File: src/rtl/systolic_matmul_param.sv
// systolic_matmul_param: N x N output-stationary systolic multiplier, C = A x B.
// Operands are captured on the accepting start edge. The job then runs for
// exactly 3N-2 cycles, and the result stays in c_flat until the next job
// completes.
// Optional build macro MATMUL_SIGNED_EN: when defined, operands, products and
// accumulation are two's-complement. When undefined, all arithmetic is unsigned.
//
// Handshake: start is a request that is accepted only in IDLE or DONE. The
// module is "ready" exactly when busy is low. On the accepting edge busy
// rises and done falls. busy falls and done rises on the same edge, and that
// edge loads c_flat. done stays high, and c_flat stays valid, until the next
// accepted start. A start seen while busy is dropped; it is not queued.
module systolic_matmul_param #(
    parameter int N  = 4,
    parameter int DW = 8,
    parameter int AW = 2*DW + $clog2(N)
) (
    input  logic                  clock,
    input  logic                  reset,
    input  logic                  start,
    input  logic [N*N*DW-1:0]     a_flat,
    input  logic [N*N*DW-1:0]     b_flat,
    output logic                  busy,
    output logic                  done,
    output logic [N*N*AW-1:0]     c_flat
);

    // Elaboration-time legality checks
    if (AW < 2*DW + $clog2(N)) begin : g_aw_check
        $error("systolic_matmul_param: AW too small for N and DW");
    end
    if (N < 2 || N > 16) begin : g_n_check
        $error("systolic_matmul_param: N must be in 2..16");
    end

    localparam int LAST = 3*N - 3;
    localparam int SW   = $clog2(3*N - 2);

    typedef enum logic [1:0] {ST_IDLE, ST_RUN, ST_DONE} state_t;

    state_t                state_q;
    logic [SW-1:0]         step_q;
    logic                  busy_q;
    logic                  done_q;
    logic [N*N*AW-1:0]     c_q;

    logic [N*N*DW-1:0]     a_op_q;
    logic [N*N*DW-1:0]     b_op_q;

    logic                  accept;
    logic                  run_en;
    logic                  last_step;
    logic [DW-1:0]         a_feed [N];
    logic [DW-1:0]         b_feed [N];
    logic [N*N*AW-1:0]     c_next;

    assign accept    = start && (state_q == ST_IDLE || state_q == ST_DONE);
    assign run_en    = (state_q == ST_RUN);
    assign last_step = run_en && (step_q == SW'(LAST));

    assign busy   = busy_q;
    assign done   = done_q;
    assign c_flat = c_q;

    // Product of two operand elements, extended to accumulator width
    function automatic logic [AW-1:0] mul_ext(input logic [DW-1:0] a, input logic [DW-1:0] b);
`ifdef MATMUL_SIGNED_EN
        logic signed [2*DW-1:0] p;
        p = $signed(a) * $signed(b);
        return {{(AW-2*DW){p[2*DW-1]}}, p};
`else
        logic [2*DW-1:0] p;
        p = a * b;
        return {{(AW-2*DW){1'b0}}, p};
`endif
    endfunction

    // Control FSM: step counter, handshake flags and result register
    always_ff @(posedge clock or negedge reset) begin
        if (!reset) begin
            state_q <= ST_IDLE;
            step_q  <= '0;
            busy_q  <= 1'b0;
            done_q  <= 1'b0;
            c_q     <= '0;
        end else begin
            case (state_q)
                ST_IDLE, ST_DONE: begin
                    if (start) begin
                        state_q <= ST_RUN;
                        step_q  <= '0;
                        busy_q  <= 1'b1;
                        done_q  <= 1'b0;
                    end
                end
                ST_RUN: begin
                    if (step_q == SW'(LAST)) begin
                        // The final product lands on this same edge, so load
                        // the accumulators' next values rather than their
                        // current ones.
                        state_q <= ST_DONE;
                        busy_q  <= 1'b0;
                        done_q  <= 1'b1;
                        c_q     <= c_next;
                    end else begin
                        step_q <= step_q + SW'(1);
                    end
                end
                default: begin
                    state_q <= ST_IDLE;
                    busy_q  <= 1'b0;
                    done_q  <= 1'b0;
                end
            endcase
        end
    end

    // Operand capture on job acceptance; the caller may change inputs afterwards
    always_ff @(posedge clock or negedge reset) begin
        if (!reset) begin
            a_op_q <= '0;
            b_op_q <= '0;
        end else if (accept) begin
            a_op_q <= a_flat;
            b_op_q <= b_flat;
        end
    end

    // Skewed edge feeders: row i gets A[i][k-i], column j gets B[k-j][j]
    always_comb begin
        for (int i = 0; i < N; i++) begin
            a_feed[i] = '0;
            b_feed[i] = '0;
            if (int'(step_q) >= i && int'(step_q) - i < N) begin
                a_feed[i] = a_op_q[(i*N + int'(step_q) - i)*DW +: DW];
                b_feed[i] = b_op_q[((int'(step_q) - i)*N + i)*DW +: DW];
            end
        end
    end

    // Processing element array
    for (genvar gi = 0; gi < N; gi++) begin : g_row
        for (genvar gj = 0; gj < N; gj++) begin : g_col
            logic [DW-1:0] a_w;
            logic [DW-1:0] b_w;
            logic [DW-1:0] a_q;
            logic [DW-1:0] b_q;
            logic [AW-1:0] acc_q;
            logic [AW-1:0] acc_d;

            if (gj == 0) begin : g_a_edge
                assign a_w = a_feed[gi];
            end else begin : g_a_inner
                assign a_w = g_row[gi].g_col[gj-1].a_q;
            end

            if (gi == 0) begin : g_b_edge
                assign b_w = b_feed[gj];
            end else begin : g_b_inner
                assign b_w = g_row[gi-1].g_col[gj].b_q;
            end

            assign acc_d = acc_q + mul_ext(a_w, b_w);
            assign c_next[(gi*N + gj)*AW +: AW] = acc_d;

            // Multiply-accumulate and operand forwarding, enabled during RUN
            always_ff @(posedge clock or negedge reset) begin
                if (!reset) begin
                    a_q   <= '0;
                    b_q   <= '0;
                    acc_q <= '0;
                end else if (accept) begin
                    a_q   <= '0;
                    b_q   <= '0;
                    acc_q <= '0;
                end else if (run_en) begin
                    a_q   <= a_w;
                    b_q   <= b_w;
                    acc_q <= acc_d;
                end
            end
        end
    end

endmodule

File: config.mk
export PLATFORM = sky130hd
export DESIGN_NAME = systolic_matmul_param
export DESIGN_NICKNAME = d
export VERILOG_FILES = /design/src/rtl/systolic_matmul_param.sv
export SDC_FILE = /design/constraint.sdc
export NUM_CORES = 2
export LEC_CHECK = 0
export CAP_MARGIN = 20
export CORE_MARGIN = 3
export CORE_UTILIZATION = 65
export CTS_BUF_LIST = sky130_fd_sc_hd__clkbuf_4
export CTS_CLUSTER_SIZE = 40
export DETAILED_ROUTE_END_ITERATION = 12
export GPL_ROUTABILITY_DRIVEN = 0
export PLACE_DENSITY = 0.84
export REMOVE_ABC_BUFFERS = 1
export SLEW_MARGIN = 20
export SYNTH_ARGS = -nofsm -noshare
export SYNTH_HDL_FRONTEND = slang
export SYNTH_SLANG_ARGS = --single-unit
File: constraint.sdc
create_clock -name clock -period 19.1 [get_ports clock]
set_input_delay 3.82 -clock clock [delete_from_list [all_inputs] [get_ports clock]]
set_output_delay 3.82 -clock clock [all_outputs]
set_load 0.1 [all_outputs]
==> flow_metrics.py <==
metrics = {
    "logic_synthesis": {
        "syn_avg_cell_area_sq_um": 9.458,
        "synth_edf_count": 0,
        "ys_seq_elements": 1031,
        "ys_seq_area_share_pct": 30.77,
        "netlist_area_sq_um": 83860,
        "yosys_warnings": 0,
        "yosysTopAreaCell": "dfrtp_1",
        "synth_cells": 8866,
        "async_reset_ff_share_pct": 100.0,
        "synth_top_area_share_pct": 30.77,
        "ys_types": 84,
        "synth_ff_type": "dfrtp_1",
        "synthTopCellsByArea": "dfrtp_1, fa_1, ha_1",
    },
    "timing": {
        "min_period_over_period_pct": 51.34,
        "finalHoldViolations": 0,
        "timing.final.crit_period_ns": 9.805,
        "slew-limit-headroom_pct": 21.92,
        "setup_tns_ns": 0,
        "setup_viol": 0,
        "rsz0062_at_grt": "false",
        "max_clock_freq_ghz": 0.1020,
        "skew_ns": 0.1131,
        "drv_slew": 0,
        "worst_pin_slew_ns": 1.168,
    },
    "clock_tree": {
        "post_cts_buffers": 0,
        "cts_resized": 0,
        "htreeDepth": 5,
        "cts_buffers": 303,
        "clock_latency_ns": 1.33,
        "cts_root_buf": "clkbuf_4",
        "tritoncts": "built",
        "clkTransAtPathRegs_ns": 0.06,
        "clockBufferDepth": 4,
        "clkSinkCount": 1031,
        "cts_hold_buf": 0,
    },
    "finish": {
        "syn_to_final_growth_pct": 11.93,
        "utilization_pct": 73.42,
        "final_cell_mix": "nand2_1, inv_1, dfrtp_1",
        "seqCellArea_sq_um": 25800,
        "multi_input_area_sq_um": 51170,
        "final_common_cell": "nand2_1",
        "nets": 11040,
        "drive_gt1_share_pct": 7.784,
        "nFillCells": 8949,
    },
    "die": {
        "die_w_microns": 365.2,
        "fp.dieH_microns": 365.2,
        "ios": 549,
        "start_util_pct": 65.59,
        "num_rows": 131,
        "die_area_sq_um": 133400,
        "coreArea_sq_um": 127800,
    },
    "worst_setup_path": {
        "r2r_start": "step_q[0]",
        "cp-start-kind": "flop",
        "r2r-end": "g_row[1].g_col[0].acc_q[17]",
        "arrival_ns": 11.00,
        "cp-startpoint": "step_q[0]",
        "required_ns": 20.29,
        "crit_end": "g_row[1].g_col[0].acc_q[17]",
        "crit_fanout": 57,
        "reg2reg_depth": 26,
        "critical_path.endpoint_type": "flop",
        "critPathKind": "reg -> reg",
        "ff2ff_setup_slack_ns": 9.29,
    },
    "detailed_routing": {
        "drt-pass1-iter-count": 8,
        "drc": 0,
        "avgViaCountPerCell": 5.871,
        "num_vias": 65750,
        "ant_nets": 0,
        "drtIter0Drc": 5563,
        "routed_wl_microns": 228100,
        "wire_per_inst_microns": 20.37,
    },
    "global_route": {
        "grt_use_total_pct": 35.33,
        "grtUsageMet2_pct": 55.60,
        "use_met3_pct": 9.907,
        "grt_busiest_layer": "met2",
        "grt_overflow": 0,
        "grt.met1_usage_pct": 43.30,
        "grt_pass1_vias": 71230,
        "antenna_found_initial": 7,
        "grt_pass1_wl_microns": 370600,
        "grt_max_degree": 194,
    },
    "power_and_ir_drop": {
        "p_leak_nw": 48.87,
        "cellPowerDensity_nw_per_um2": 171.0,
        "ir_drop_mv": 0.1831,
    },
    "place": {
        "portBuffers": 548,
        "hpwl_microns": 169700,
    },
    "worst_hold_path": {
        "hp-class": "reg -> reg",
    },
    "run": {
        "drv_cap": 0,
    },
    "run_status": {
        "status": "completed",
    },
}
==> stage by stage <==
stage	instance area [sq um]	setup slack (ns)	power [mW]	instances	hold WS, ns
floorplan	82110	-35.05	11.01	8430	0.4403
global placement	90150	10.09	13.35	10690	0.4526
detailed placement	90140	9.607	13.78	10690	0.4557
CTS	93800	9.587	15.97	11180	0.4699
global route	93860	8.782	17.20	11200	0.4912
finish	93860	9.295	16.05	11200	0.4657
==> state kept, by name, summed over array words and instances, names as in the netlist <==
signal,count
g_row.g_col.a_q,96
busy,1
c_flat,288
g_row.g_col.b_q,96
state_q,2
a_op_q,128
b_op_q,128
step_q,4
g_row.g_col.acc_q,288
==> final cells by class <==
class | count | share of cell area, %
well taps | 1662 | 2.216
diodes | 18 | 0.04799
multi-input cells | 6007 | 54.52
clock inverters | 87 | 0.6505
inverters | 1392 | 5.567
repair buffers | 597 | 6.260
clock buffers | 406 | 3.247
flip-flops and latches | 1031 | 27.49
==> layer usage <==
metal  share of wire (%)  routed length [microns]
met5                   0                        0
met4                 7.0                    15970
met3                 9.5                    21590
met2                  46                   105500
met1                  37                    85060
==> how the worst min path moves through the flow <==
stage | start | end | cells after the start
detailed placement | c_flat[157] | c_flat[157] | 2
floorplan | b_op_q[119] | b_op_q[119] | 2
global placement | c_flat[157] | c_flat[157] | 2
global route | c_flat[157] | c_flat[157] | 2
finish | c_flat[157] | c_flat[157] | 2
CTS | c_flat[157] | c_flat[157] | 2
==> where the power goes <==
part	total, mW	internal (mW)	switching [mW]	leakage [nW]
registers	4.13	3.03	1.10	13.5
logic	9.81	3.46	6.35	33.2
clock network	2.12	1.12	1.00	2.18
==> critical path: stages, from the launching register on <==
cell and delay, ns:
dfrtp_4 0.97, clkinv_1 1.05, ha_2 0.69, buf_4 0.73, inv_2 0.56, o21ai_0 0.43, o21ai_0 0.14, a221oi_1 0.33
a21oi_1 0.15, nand2_1 0.29, nor2_1 0.11, fa_1 0.57, inv_1 0.07, fa_1 0.55, inv_1 0.05, fa_1 0.48
inv_1 0.05, fa_1 0.48, inv_1 0.04, ha_1 0.33, inv_1 0.07, o21a_1 0.20, o31ai_1 0.31, nor2_1 0.12
o31ai_1 0.43, o21ai_0 0.15, a22o_1 0.27
==> cells by family (layout without fill, tap and decap cells) <==
logic type                 after synthesis  in the layout  synth area share [%]
and+or+nand+nor                       3015           3015                 15.79
buffers and inverters                 1828           2482                 8.309
adders and majority gates             1450           1450                 28.80
AOI/OAI and AO/OA                     1123           1123                 9.124
DFF                                   1031           1031                 30.77
muxes                                  229            229                 5.169
xor gates and xnor gates               190            190                 2.044
other                                    0             18                     0
==> cells in the mapped netlist (7+ instances only) <==
master	count
nand3_1	42
or2_2	7
inv_1	1388
o21bai_1	22
nor2b_1	60
and2_1	455
mux2_2	57
o31ai_1	14
nand3b_1	14
mux4_2	151
o21ai_0	320
o211ai_1	38
nand2_1	2055
nor3_1	29
buf_4	10
nand2b_1	35
a31oi_1	27
buf_6	7
xnor2_1	145
or4_1	11
a22o_1	284
nor2_1	188
a211o_1	7
o31a_1	14
and2b_1	12
or3_1	12
a221oi_1	9
a21o_1	66
a21oi_1	157
o21a_1	55
a211oi_1	14
a21boi_0	7
dfrtp_1	1031
o22ai_1	31
fa_1	800
and3_1	72
mux2i_1	16
buf_1	47
xor2_1	40
clkbuf_1	359
buf_2	12
ha_1	650
(Power assumes the default switching activity.)
